<file path="src/rtl/rsd_mem_arbiter.sv">
// Round-robin arbiter sharing one memory port between IC (read-only) and DC (read/write).
// Optional RSD_MEM_ARB_STATS_EN adds saturating grant and stall counters.
module rsd_mem_arbiter #(
  parameter int MAX_OUTSTANDING = 4,
  parameter int ADDR_W          = 32,
  parameter int DATA_W          = 64
) (
  input  logic              clk,
  input  logic              rst,
  input  logic              ic_req_i,
  input  logic [ADDR_W-1:0] ic_addr_i,
  output logic              ic_gnt_o,
  output logic              ic_rvalid_o,
  output logic [DATA_W-1:0] ic_rdata_o,
  input  logic              dc_req_i,
  input  logic              dc_we_i,
  input  logic [ADDR_W-1:0] dc_addr_i,
  input  logic [DATA_W-1:0] dc_wdata_i,
  output logic              dc_gnt_o,
  output logic              dc_rvalid_o,
  output logic [DATA_W-1:0] dc_rdata_o,
  output logic [ADDR_W-1:0] mem_addr_o,
  output logic [DATA_W-1:0] mem_wdata_o,
  output logic              mem_re_o,
  output logic              mem_we_o,
  input  logic              mem_busy_i,
  input  logic              mem_rd_valid_i,
  input  logic [DATA_W-1:0] mem_rd_data_i,
  input  logic [1:0]        mem_rd_serial_i,
  output logic [2:0]        outstanding_o,
  output logic              err_o
`ifdef RSD_MEM_ARB_STATS_EN
  ,
  output logic [31:0]       ic_grants_o,
  output logic [31:0]       dc_grants_o,
  output logic [31:0]       stall_cycles_o
`endif
);

  localparam logic [2:0] MAX_CNT = 3'(MAX_OUTSTANDING);

  logic       rr_dc;      // 1: DC holds round-robin priority
  logic [1:0] serial;
  logic [3:0] own_vld;
  logic [3:0] own_dc;
  logic [2:0] count;

  logic resp_hit, read_ok, ic_elig, dc_elig, rd_issue, slot_busy;
  logic [2:0] count_nxt;

  always_comb begin
    resp_hit = mem_rd_valid_i && own_vld[mem_rd_serial_i];
    // A full table can still take a read when a response frees an entry this cycle.
    read_ok  = !rst && !mem_busy_i &&
               ((count < MAX_CNT) || ((count == MAX_CNT) && resp_hit));
    ic_elig  = ic_req_i && read_ok;
    dc_elig  = dc_req_i && (dc_we_i ? (!rst && !mem_busy_i) : read_ok);
    ic_gnt_o = ic_elig && (!dc_elig || !rr_dc);
    dc_gnt_o = dc_elig && (!ic_elig || rr_dc);
    rd_issue = ic_gnt_o || (dc_gnt_o && !dc_we_i);
    // Entry still owned unless the response in this same cycle frees it.
    slot_busy = own_vld[serial] && !(resp_hit && (mem_rd_serial_i == serial));
    count_nxt = count + {2'b00, rd_issue} - {2'b00, resp_hit};
  end

  assign outstanding_o = count;

  always_ff @(posedge clk) begin
    if (rst) begin
      rr_dc       <= 1'b0;
      serial      <= 2'd0;
      own_vld     <= '0;
      own_dc      <= '0;
      count       <= '0;
      err_o       <= 1'b0;
      mem_re_o    <= 1'b0;
      mem_we_o    <= 1'b0;
      mem_addr_o  <= '0;
      mem_wdata_o <= '0;
      ic_rvalid_o <= 1'b0;
      dc_rvalid_o <= 1'b0;
      ic_rdata_o  <= '0;
      dc_rdata_o  <= '0;
    end else begin
      mem_re_o <= rd_issue;
      mem_we_o <= dc_gnt_o && dc_we_i;
      if (ic_gnt_o) begin
        mem_addr_o <= ic_addr_i;
      end else if (dc_gnt_o) begin
        mem_addr_o <= dc_addr_i;
        if (dc_we_i) mem_wdata_o <= dc_wdata_i;
      end
      if (ic_elig && dc_elig) rr_dc <= !rr_dc;

      ic_rvalid_o <= resp_hit && !own_dc[mem_rd_serial_i];
      dc_rvalid_o <= resp_hit &&  own_dc[mem_rd_serial_i];
      if (resp_hit && !own_dc[mem_rd_serial_i]) ic_rdata_o <= mem_rd_data_i;
      if (resp_hit &&  own_dc[mem_rd_serial_i]) dc_rdata_o <= mem_rd_data_i;
      if (resp_hit) own_vld[mem_rd_serial_i] <= 1'b0;

      // Allocation follows the free so a recycled entry takes the new owner.
      if (rd_issue) begin
        own_vld[serial] <= 1'b1;
        own_dc[serial]  <= dc_gnt_o;
        serial          <= serial + 2'd1;
      end
      count <= count_nxt;

      if ((mem_rd_valid_i && !resp_hit) || (rd_issue && slot_busy)) err_o <= 1'b1;
    end
  end

`ifdef RSD_MEM_ARB_STATS_EN
  logic stall;
  assign stall = (ic_req_i || dc_req_i) && !ic_gnt_o && !dc_gnt_o;

  always_ff @(posedge clk) begin
    if (rst) begin
      ic_grants_o    <= '0;
      dc_grants_o    <= '0;
      stall_cycles_o <= '0;
    end else begin
      if (ic_gnt_o && (ic_grants_o != '1)) ic_grants_o <= ic_grants_o + 32'd1;
      if (dc_gnt_o && (dc_grants_o != '1)) dc_grants_o <= dc_grants_o + 32'd1;
      if (stall && (stall_cycles_o != '1)) stall_cycles_o <= stall_cycles_o + 32'd1;
    end
  end
`endif

endmodule

</file>
<file path="config.mk">
export PLATFORM = sky130hd
export DESIGN_NAME = rsd_mem_arbiter
export DESIGN_NICKNAME = d
export VERILOG_FILES = /design/src/rtl/rsd_mem_arbiter.sv
export SDC_FILE = /design/constraint.sdc
export NUM_CORES = 1
export LEC_CHECK = 0
export ABC_AREA = 1
export CAP_MARGIN = 20
export CORE_AREA = 2 2 169 171
export DETAILED_ROUTE_END_ITERATION = 12
export DIE_AREA = 0 0 171 173
export PLACE_DENSITY_LB_ADDON = 0.1
export SYNTH_ARGS = -nofsm -noshare
export SYNTH_HDL_FRONTEND = slang
export SYNTH_SLANG_ARGS = --single-unit
</file>
<file path="constraint.sdc">
create_clock -name clk -period 3 [get_ports clk]
set_input_delay 0.6 -clock clk [delete_from_list [all_inputs] [get_ports clk]]
set_output_delay 0.6 -clock clk [all_outputs]
set_load 0.1 [all_outputs]
</file>
# Word-level counts from Yosys, hierarchy flattened
# Cells that the tools add are included.
totals:
  regBits: 243
  latch_bits: 0
  ramBits: 0
  mem_bits_ro: 0
  word_cells: 80
  n_memories: 0
op_classes:
  addsub: 3
  mul: 0
  div_mod_pow: 0
  magnitude_cmp: 5
  n_eq_ne: 2
  n_shift: 0
  muxes: 17
  bitwise: 4
  n_reduce_logical: 35
ops:
  columns: ["operator", "count"]
  rows:
  - ["32-bit two-way mux", 2]
  - ["1-bit logical AND", 19]
  - ["4-bit two-way mux", 3]
  - ["1-bit logical NOT", 9]
  - ["1-bit binary-select mux with 2-bit select", 3]
  - ["2-bit by 3-bit < comparator with 1-bit output, second input constant", 2]
  - ["1-bit two-way mux", 6]
  - ["1-bit logical OR", 5]
  - ["4-bit AND", 1]
  - ["4-bit bitwise mux", 1]
  - ["1-bit demux with 2-bit select", 2]
  - ["2-bit by 1-bit >= comparator with 1-bit output, second input constant", 2]
  - ["4-bit inverter", 1]
  - ["4-bit bitwise OR", 1]
  - ["3-bit by 1-bit adder with 3-bit output", 1]
  - ["3-bit == test, second input constant", 1]
  - ["3-bit < comparator, second input constant", 1]
  - ["3-bit AND reduction", 1]
  - ["3-bit by 1-bit subtractor with 3-bit output", 1]
  - ["2-bit by 1-bit adder with 2-bit output, second input constant", 1]
  - ["2-bit == test", 1]
  - ["2-bit nonzero test", 1]
  - ["1-bit inverter", 1]

# Depth between registers and ports, before layout
# Gate-level depths: netlist (run 1).
logic_depth:
  depth_word: 14
  depth_mapped: 17
  depth_no_buf: 17

# Least setup slack after synthesis (run 1)
# OpenSTA, ideal clock, no wires.
synth_path:
  kind: "register to register"
  start: "reg count[1], in the netlist outstanding_o[1]"
  end: "reg count[2], in the netlist outstanding_o[2]"
  setup_time_ns: 0.070
  arrival_time_ns: 3.051
  t_required_ns: 2.930
  path_slack_ns: -0.121
  stages_incl_launch_ff: 14
  path_buffers: 0
  path_cell_list: "dfxtp_1 > nor2_1 > nand3_2 > nand3_2 > nand3_1 > nand2_1 > nand2_1 > inv_1 > ha_1 > inv_1 > ha_1 > fa_1 > or2_2 > a21oi_1"
synth_via:
  elab_chain_cells: 12
synth_lines:
  columns: ["element", "line", "source"]
  rows:
  - ["from (decl)", "46", "logic [2:0] count;"]
  - ["from (signal assigned)", "107", "count <= count_nxt;"]
  - ["parallel branches: the longest is 10 deep, another holds 3-bit < comparator", null, null]
  - ["3-bit by 1-bit adder with 3-bit output *", "63", "count_nxt = count + {2'b00, rd_issue} - {2'b00, resp_hit};"]
  - ["3-bit by 1-bit subtractor with 3-bit output *", "63", null]
# Mark *: on every way between the ends.
# A chain may end at the register's enable or synchronous reset.

# Final worst setup path (run 1)
layout_path:
  start: "in mem_rd_serial_i[1]"
  end: "out dc_gnt_o"
layout_via:
  elab_chain_cells: 10
layout_lines:
  columns: ["element", "line", "source"]
  rows:
  - ["from (decl)", "29", "input logic [1:0] mem_rd_serial_i,"]
  - ["1-bit binary-select mux with 2-bit select *", "52", "resp_hit = mem_rd_valid_i && own_vld[mem_rd_serial_i];"]
  - ["1-bit two-way mux (implied by the code) *", "52", null]
  - ["1-bit logical AND *", "52", null]
  - ["1-bit logical AND *", "55", "((count < MAX_CNT) || ((count == MAX_CNT) && resp_hit));"]
  - ["1-bit logical OR *", "55", null]
  - ["1-bit logical AND *", "54", "read_ok = !rst && !mem_busy_i &&"]
  - ["1-bit logical AND", "56", "ic_elig = ic_req_i && read_ok;"]
  - ["1-bit logical NOT", "59", "dc_gnt_o = dc_elig && (!ic_elig || rr_dc);"]
  - ["1-bit logical OR", "59", null]
  - ["1-bit logical AND *", "59", null]
  - ["to (decl)", "19", "output logic dc_gnt_o,"]
# Mark *: on every way between the ends. The rest lies on a longest branch, timed or not. The select of a mux whose other input is x is not followed.

==> results of run 1 <==
==> worst max-delay path: stages <==
cell and delay (ns):
clkdlybuf4s50_1 0.44, inv_1 0.09, nand2_1 0.07, nand2_2 0.07, nand3_2 0.09, nand3_2 0.09
buf_4 0.12, nand2_2 0.06, a21oi_4 0.22, buf_12 0.21
==> cell usage after synthesis, drive strengths merged <==
cell type  number
buf            39
fa              1
ha              6
nor2          152
or2             2
xnor2           1
nand3         133
dfxtp         243
o22ai           2
inv           183
o21ai          75
nor3b           1
a21oi         136
nand4           2
nand2         323
xor2            1
clkbuf         49
==> metal layers <==
metal  track usage  up-vias  routed length [um]
met2        0.3476      325               15170
met5             0        -                   0
li1              -     4987                   -
met4       0.06109        0                 825
met3       0.05791       50                2699
met1        0.2467     4331               12980
==> power groups by stage <==
stage | Clock (mW) | Combinational (mW) | Sequential, mW
5_1_grt | 3.48 | 1.57 | 3.39
4_1_cts | 3.35 | 1.48 | 3.38
2_1_floorplan | 0 | 0.315 | 4.07
3_5_place_dp | 0 | 1.48 | 3.45
6_report | 3.26 | 1.48 | 3.38
3_3_place_gp | 0 | 1.47 | 3.45
==> flip-flops by register name (all words and copies together) (netlist names) <==
name and cells:
err_o 1, own_dc 4, rr_dc 1, outstanding_o 3, mem_addr_o 32, mem_wdata_o 64
own_vld 4, ic_rvalid_o 1, dc_rvalid_o 1, ic_rdata_o 64, mem_re_o 1, mem_we_o 1
dc_rdata_o 64, serial 2
==> final timing paths <==
check,startpoint,to,slack [ns],depth (start not counted)
worst min register to register,ic_rdata_o[61]$_SDFFE_PP0P_,ic_rdata_o[61]$_SDFFE_PP0P_,0.44,2
worst min-delay path,ic_rdata_o[61]$_SDFFE_PP0P_,ic_rdata_o[61]$_SDFFE_PP0P_,0.44,2
worst max register to register,own_vld[3]$_SDFF_PP0_,outstanding_o[2]$_SDFF_PP0_,0.45,15
worst max-delay path,mem_rd_serial_i[1],dc_gnt_o,0.34,10
==> cell type report <==
cell class,instances,share of cell area
sequential,243,0.3306
timing repair buffer,465,0.2782
multi-input combinational,835,0.2524
clock buffer,41,0.05498
inverter,183,0.04682
tap,378,0.03212
clock inverter,6,0.004504
antenna,2,0.0003399
==> kinds of logic after synthesis <==
family                   after synthesis  share of synthesized area
AO/OA/AOI/OAI                        213                     0.1114
adder cells (fa/ha/maj)                7                   0.009846
AND/OR/NAND/NOR                      613                     0.2585
buffers and inverters                271                     0.1148
flip-flops                           243                     0.5037
XOR/XNOR                               2                   0.001814
==> stage by stage <==
step	utilization	TNS, ns	setup slack, ns	total power [mW]	cells
6_report	0.5329	0	0.3404	8.120	2153
5_1_grt	0.5329	0	0.1426	8.441	2153
4_1_cts	0.5317	0	0.09817	8.215	2150
3_5_place_dp	0.5000	-6.853	-0.4018	4.927	2103
3_3_place_gp	0.5000	-3.294	-0.3028	4.920	2103
2_1_floorplan	-	0	0.1738	4.389	1349
==> timing repair <==
action / 4_1_cts / 5_1_grt
hold endpoints to repair: 0 / 0
endpoints found under the setup margin: 0 / 3
resized for setup: 0 / 1
==> metrics.md, run 1 <==
| Metric | Value |
|---|---|
| Max-cap violations | 0 |
| Sequential power share | 0.416 |
| Req. time, crit path | 2.40 ns |
| Gate power share | 0.182 |
| CTS tree | done |
| Minimum clock period | 2.660 ns |
| RSZ-0062 raised after global routing | false |
| Root Driver | clkbuf_16 |
| Worst skew pair latency | 0.54 ns |
| Critical path peak fanout | 4 |
| Syn Inst Count | 1349 |
| Cell variety after synth | 24 |
| Setup bufs post-CTS | 0 |
| Area growth, synth to finish | 52.45% |
| Core area | approximately 0.028 mm^2 |
| CP endpoint kind | output port |
| Status | complete, no violations |
| CTS clk-pin slew, worst paths | 0.06 ns |
| Switching share of power | 0.2943 |
| Yosys reg bits | 243 |
| Skew final | 0.02270 ns |
| Max Transition Viols Final | 0 |
| Arrival time at the worst endpoint | approximately 2.1 ns |
| Initial antenna violation count | 2 |
| Final hold slack | ~0.44 ns |
| Number of global-route vias before repair | 9204 |
| Switching Power | approximately 2.4 mW |
| Dpl hpwl | ~22000 um |
| Post-Syn Area | ~0.0097 mm^2 |
| Drc violations | 0 |
| Initial core utilization | 0.3496 |
| # fillers | 2783 |
| Post-CTS Hold Buffers | 0 |
| Final period utilization | 0.8865 |
| # H-tree levels | 1 |
| Ports | 435 |
| Number of routed nets with antenna violations | 0 |
| Post-Syn Nets | 1557 |
| DR vias | 9693 |
| Clock sink count | 243 |
| First-pass GRT wire length | 49070 um |
| Final Hold Vio Count | 0 |
| Synth warn | 0 |
| HP Class | flip-flop to flip-flop |
| Die Area | a little under 0.03 mm^2 |
| Total Routing Usage GR | 0.2034 |
| Yosys top cell by area | dfxtp_1 |
| CP Launch Type | primary input |
| CP Class | primary input to output port |
| Rows | 61 |
| Fmax | 0.3760 GHz |
| Area contributors post-synth | dfxtp_1, nand2_1, inv_1, a21oi_1, nand3_1 |
| Clock buffer depth | 3 |
| Placer's final routability congestion estimate | 0.8048 |
| Nets | 1964 |
| Sequential element share of the synthesized area | 0.5037 |
| PD cells | ~550 mW/mm^2 |
| Total wire length | about 32000 um |
| Die height | around 170 um |
| Commonest non-fill, non-tap cells in the layout | nand2_1, buf_4, dfxtp_1, clkdlybuf4s50_1, inv_1 |
| Worst-Margin Slew | 0.9015 ns |
| Cts bufs inserted | 28 |
| Finished layout cell area | 0.01472 mm^2 |
| Grt total ovfl | 0 |
| Commonest non-fill, non-tap cell in the layout | nand2_1 |
| Clock share of power | 0.402 |
| Relative slew slack | 0.3990 |
| Syn Area/Cell | slightly above 7 um^2 |
| Multi-input logic area | about 0.0037 mm^2 |
| DR vias/cell | between 4 and 5 |
| Setup Viol. Count Final | 0 |
| Largest net degree at the start of global routing | 106 |
| Share of cells above drive strength 1 | 0.1822 |
| Peak supply drop | 341.2 uV |
| DP Area | about 0.014 mm^2 |
| Wirelength per Cell | 14.71 um |
| Standby leakage power | 6.823 nW |
| FF/Latch Area | 0.004868 mm^2 |
| Pint | 5.731 mW |
| First-iteration detailed-routing DRC count | 608 |
| Die width | 171 um |
| First-pass detailed-route iteration total | 5 |
| Share of the synthesized area in the top cell type | 0.5037 |
| IO Port Bufs | 434 |
Power figures use the tool's default switching activity.
==> run 2: changes to the inputs <==
MAX_ROUTING_LAYER = met4   (was not set)
==> run 2 against run 1 <==
Sequential share of layout area up 0.062 points. Register-to-register slack about the same. Sequential power barely moved. Largest power group unchanged. Via count is 0.13% lower. First-iteration DRC count grew 4.8%. Die area is the same. Maximum frequency is essentially flat. Cell area is 0.19% lower.
==> metrics.md, run 2 (synthesis results as in run 1) <==
| Metric | Value |
|---|---|
| Status | complete, no violations |
| Number of routed nets with antenna violations | 0 (unchanged) |
| Switching share of power | 0.2939 (-0.0004002) |
| Biggest regs | dc_rdata_o (64), ic_rdata_o (64), mem_wdata_o (64) |
| Switching Power | 2.384 mW (-0.25%) |
| Post-CTS Hold Buffers | 0 (unchanged) |
| Final hold slack | 0.4435 ns (+0.0005430 ns) |
| Nets | 1963 (-0.051%) |
| Final Hold Vio Count | 0 (unchanged) |
| Ports | 435 (unchanged) |
| Arrival time at the worst endpoint | 2.06 ns (about the same) |
| Clock share of power | 0.402 (about the same) |
| Fin cells | 2152 (-0.046%) |
| DR vias/cell | 4.498 (about the same) |
| Standby leakage power | 6.810 nW (-0.19%) |
| PD cells | 551.9 mW/mm^2 (about the same) |
| Largest net degree at the start of global routing | 106 (unchanged) |
| Final period utilization | 0.8867 (about the same) |
| Relative slew slack | 0.2525 (-0.1465) |
| Skew final | 0.02005 ns (-0.002648 ns) |
| Critical path peak fanout | 4 (unchanged) |
| Commonest non-fill, non-tap cell in the layout | nand2_1 |
| Drc violations | 0 (unchanged) |
| Core area | 0.02763 mm^2 (unchanged) |
| Clock sink count | 243 (unchanged) |
| Peak supply drop | 341.3 uV (about the same) |
| CP endpoint kind | output port |
| Die width | 171 um (unchanged) |
| Share of cells above drive strength 1 | 0.1817 (-0.0004615) |
| Die Area | 0.02958 mm^2 (unchanged) |
| CTS tree | done |
| HP Class | flip-flop to flip-flop |
| # fillers | 2787 (+0.14%) |
| Root Driver | clkbuf_16 |
| RSZ-0062 raised after global routing | false |
| First-iteration detailed-routing DRC count | 637 (+4.8%) |
| # H-tree levels | 1 (unchanged) |
| Worst-Margin Slew | 1.121 ns (+0.2197 ns) |
| Grt total ovfl | 0 (unchanged) |
| Sequential power share | 0.417 (about the same) |
| DR vias | 9680 (-0.13%) |
| Minimum clock period | 2.660 ns (+0.0003120 ns) |
| CTS clk-pin slew, worst paths | 0.06 ns (about the same) |
| Initial core utilization | 0.3496 (unchanged) |
| Commonest non-fill, non-tap cells in the layout | nand2_1, buf_4, dfxtp_1, clkdlybuf4s50_1, inv_1 |
| Cts bufs inserted | 28 (unchanged) |
| Wirelength per Cell | 14.72 um (about the same) |
| Worst skew pair latency | 0.54 ns (about the same) |
| Max Transition Viols Final | 0 (unchanged) |
| Setup Viol. Count Final | 0 (unchanged) |
| Area growth, synth to finish | 52.17% |
| Rows | 61 (unchanged) |
| Dpl cells | 2103 (unchanged) |
| Req. time, crit path | 2.40 ns (about the same) |
| Gate power share | 0.182 (about the same) |
| Fmax | 0.3759 GHz (about the same) |
| Total wire length | 31670 um (about the same) |
| First-pass detailed-route iteration total | 5 (unchanged) |
| Pint | 5.727 mW (about the same) |
| Clock buffer depth | 3 (unchanged) |
| Max-cap violations | 0 (unchanged) |
| Dpl hpwl | 21810 um (unchanged) |
| First-pass GRT wire length | 48960 um (-0.22%) |
| Number of global-route vias before repair | 9223 (+0.21%) |
| Die height | 173 um (unchanged) |
| Initial antenna violation count | 2 (unchanged) |
| CP Class | primary input to output port |
| Total Routing Usage GR | 0.2092 (+0.005740) |
| CP Launch Type | primary input |
| Placer's final routability congestion estimate | 0.8165 (+1.5%) |
| IO Port Bufs | 434 (unchanged) |
[run 2: cell count changes in the layout (fill, tap and decap cells not counted)]
| cell | delta |
|---|---|
| buf_16 | -1 |
[run 2: worst max-delay path: stages]
cell             delay, ns
clkdlybuf4s50_1       0.44
inv_1                 0.09
nand2_1               0.07
nand2_2               0.07
nand3_2               0.09
nand3_2               0.09
buf_4                 0.12
nand2_2               0.06
a21oi_4               0.22
buf_12                0.21
[run 2: power by group through the flow]
stage	Sequential (mW)	Clock, mW	Combinational (mW)
global placement	3.45	0	1.47
CTS	3.38	3.35	1.48
floorplan	4.07	0	0.315
detailed placement	3.45	0	1.48
finish	3.38	3.26	1.47
global route	3.39	3.48	1.56
[run 2: through the flow]
stage | instance area (um^2) | TNS, ns | setup slack (ns) | util | power [mW]
floorplan | 9662 | 0 | 0.1738 | - | 4.389
global placement | 13810 | -3.294 | -0.3028 | 0.5000 | 4.920
detailed placement | 13810 | -6.853 | -0.4018 | 0.5000 | 4.927
CTS | 14690 | 0 | 0.09817 | 0.5317 | 8.215
global route | 14700 | 0 | 0.1427 | 0.5319 | 8.435
finish | 14700 | 0 | 0.3400 | 0.5319 | 8.110
[run 2: area by class of cell]
class,instances,area [um^2],area share
Antenna cell,2,5.005,0.0003405
Tap cell,378,473.0,0.03218
Clock inverter,6,66.31,0.004512
Timing Repair Buffer,464,4069,0.2769
Inverter,183,689.4,0.04691
Multi-Input combinational cell,835,3716,0.2529
Sequential cell,243,4868,0.3313
Clock buffer,41,809.5,0.05508
[run 2: final timing paths]
check	from	end	slack, ns	cells past startpoint
min	ic_rdata_o[18]$_SDFFE_PP0P_	ic_rdata_o[18]$_SDFFE_PP0P_	0.44	2
min reg2reg	ic_rdata_o[18]$_SDFFE_PP0P_	ic_rdata_o[18]$_SDFFE_PP0P_	0.44	2
max	mem_rd_serial_i[1]	dc_gnt_o	0.34	10
max reg2reg	own_vld[3]$_SDFF_PP0_	outstanding_o[2]$_SDFF_PP0_	0.44	15
[run 2: timing repair]
action,4_1_cts,5_1_grt
resized for setup,0,1
buffers inserted,0,0
endpoints found under the setup margin,0,3
endpoints found under the hold margin,0,0
[run 2: layer usage]
| metal | vias up | GRT usage | share of wire |
|---|---|---|---|
| met2 | 343 | 0.3495 | 0.47 |
| met4 | 0 | 0.06109 | 0.028 |
| met3 | 54 | 0.05173 | 0.081 |
| met1 | 4300 | 0.2481 | 0.42 |
| met5 | - | - | 0 |
| li1 | 4983 | - | - |
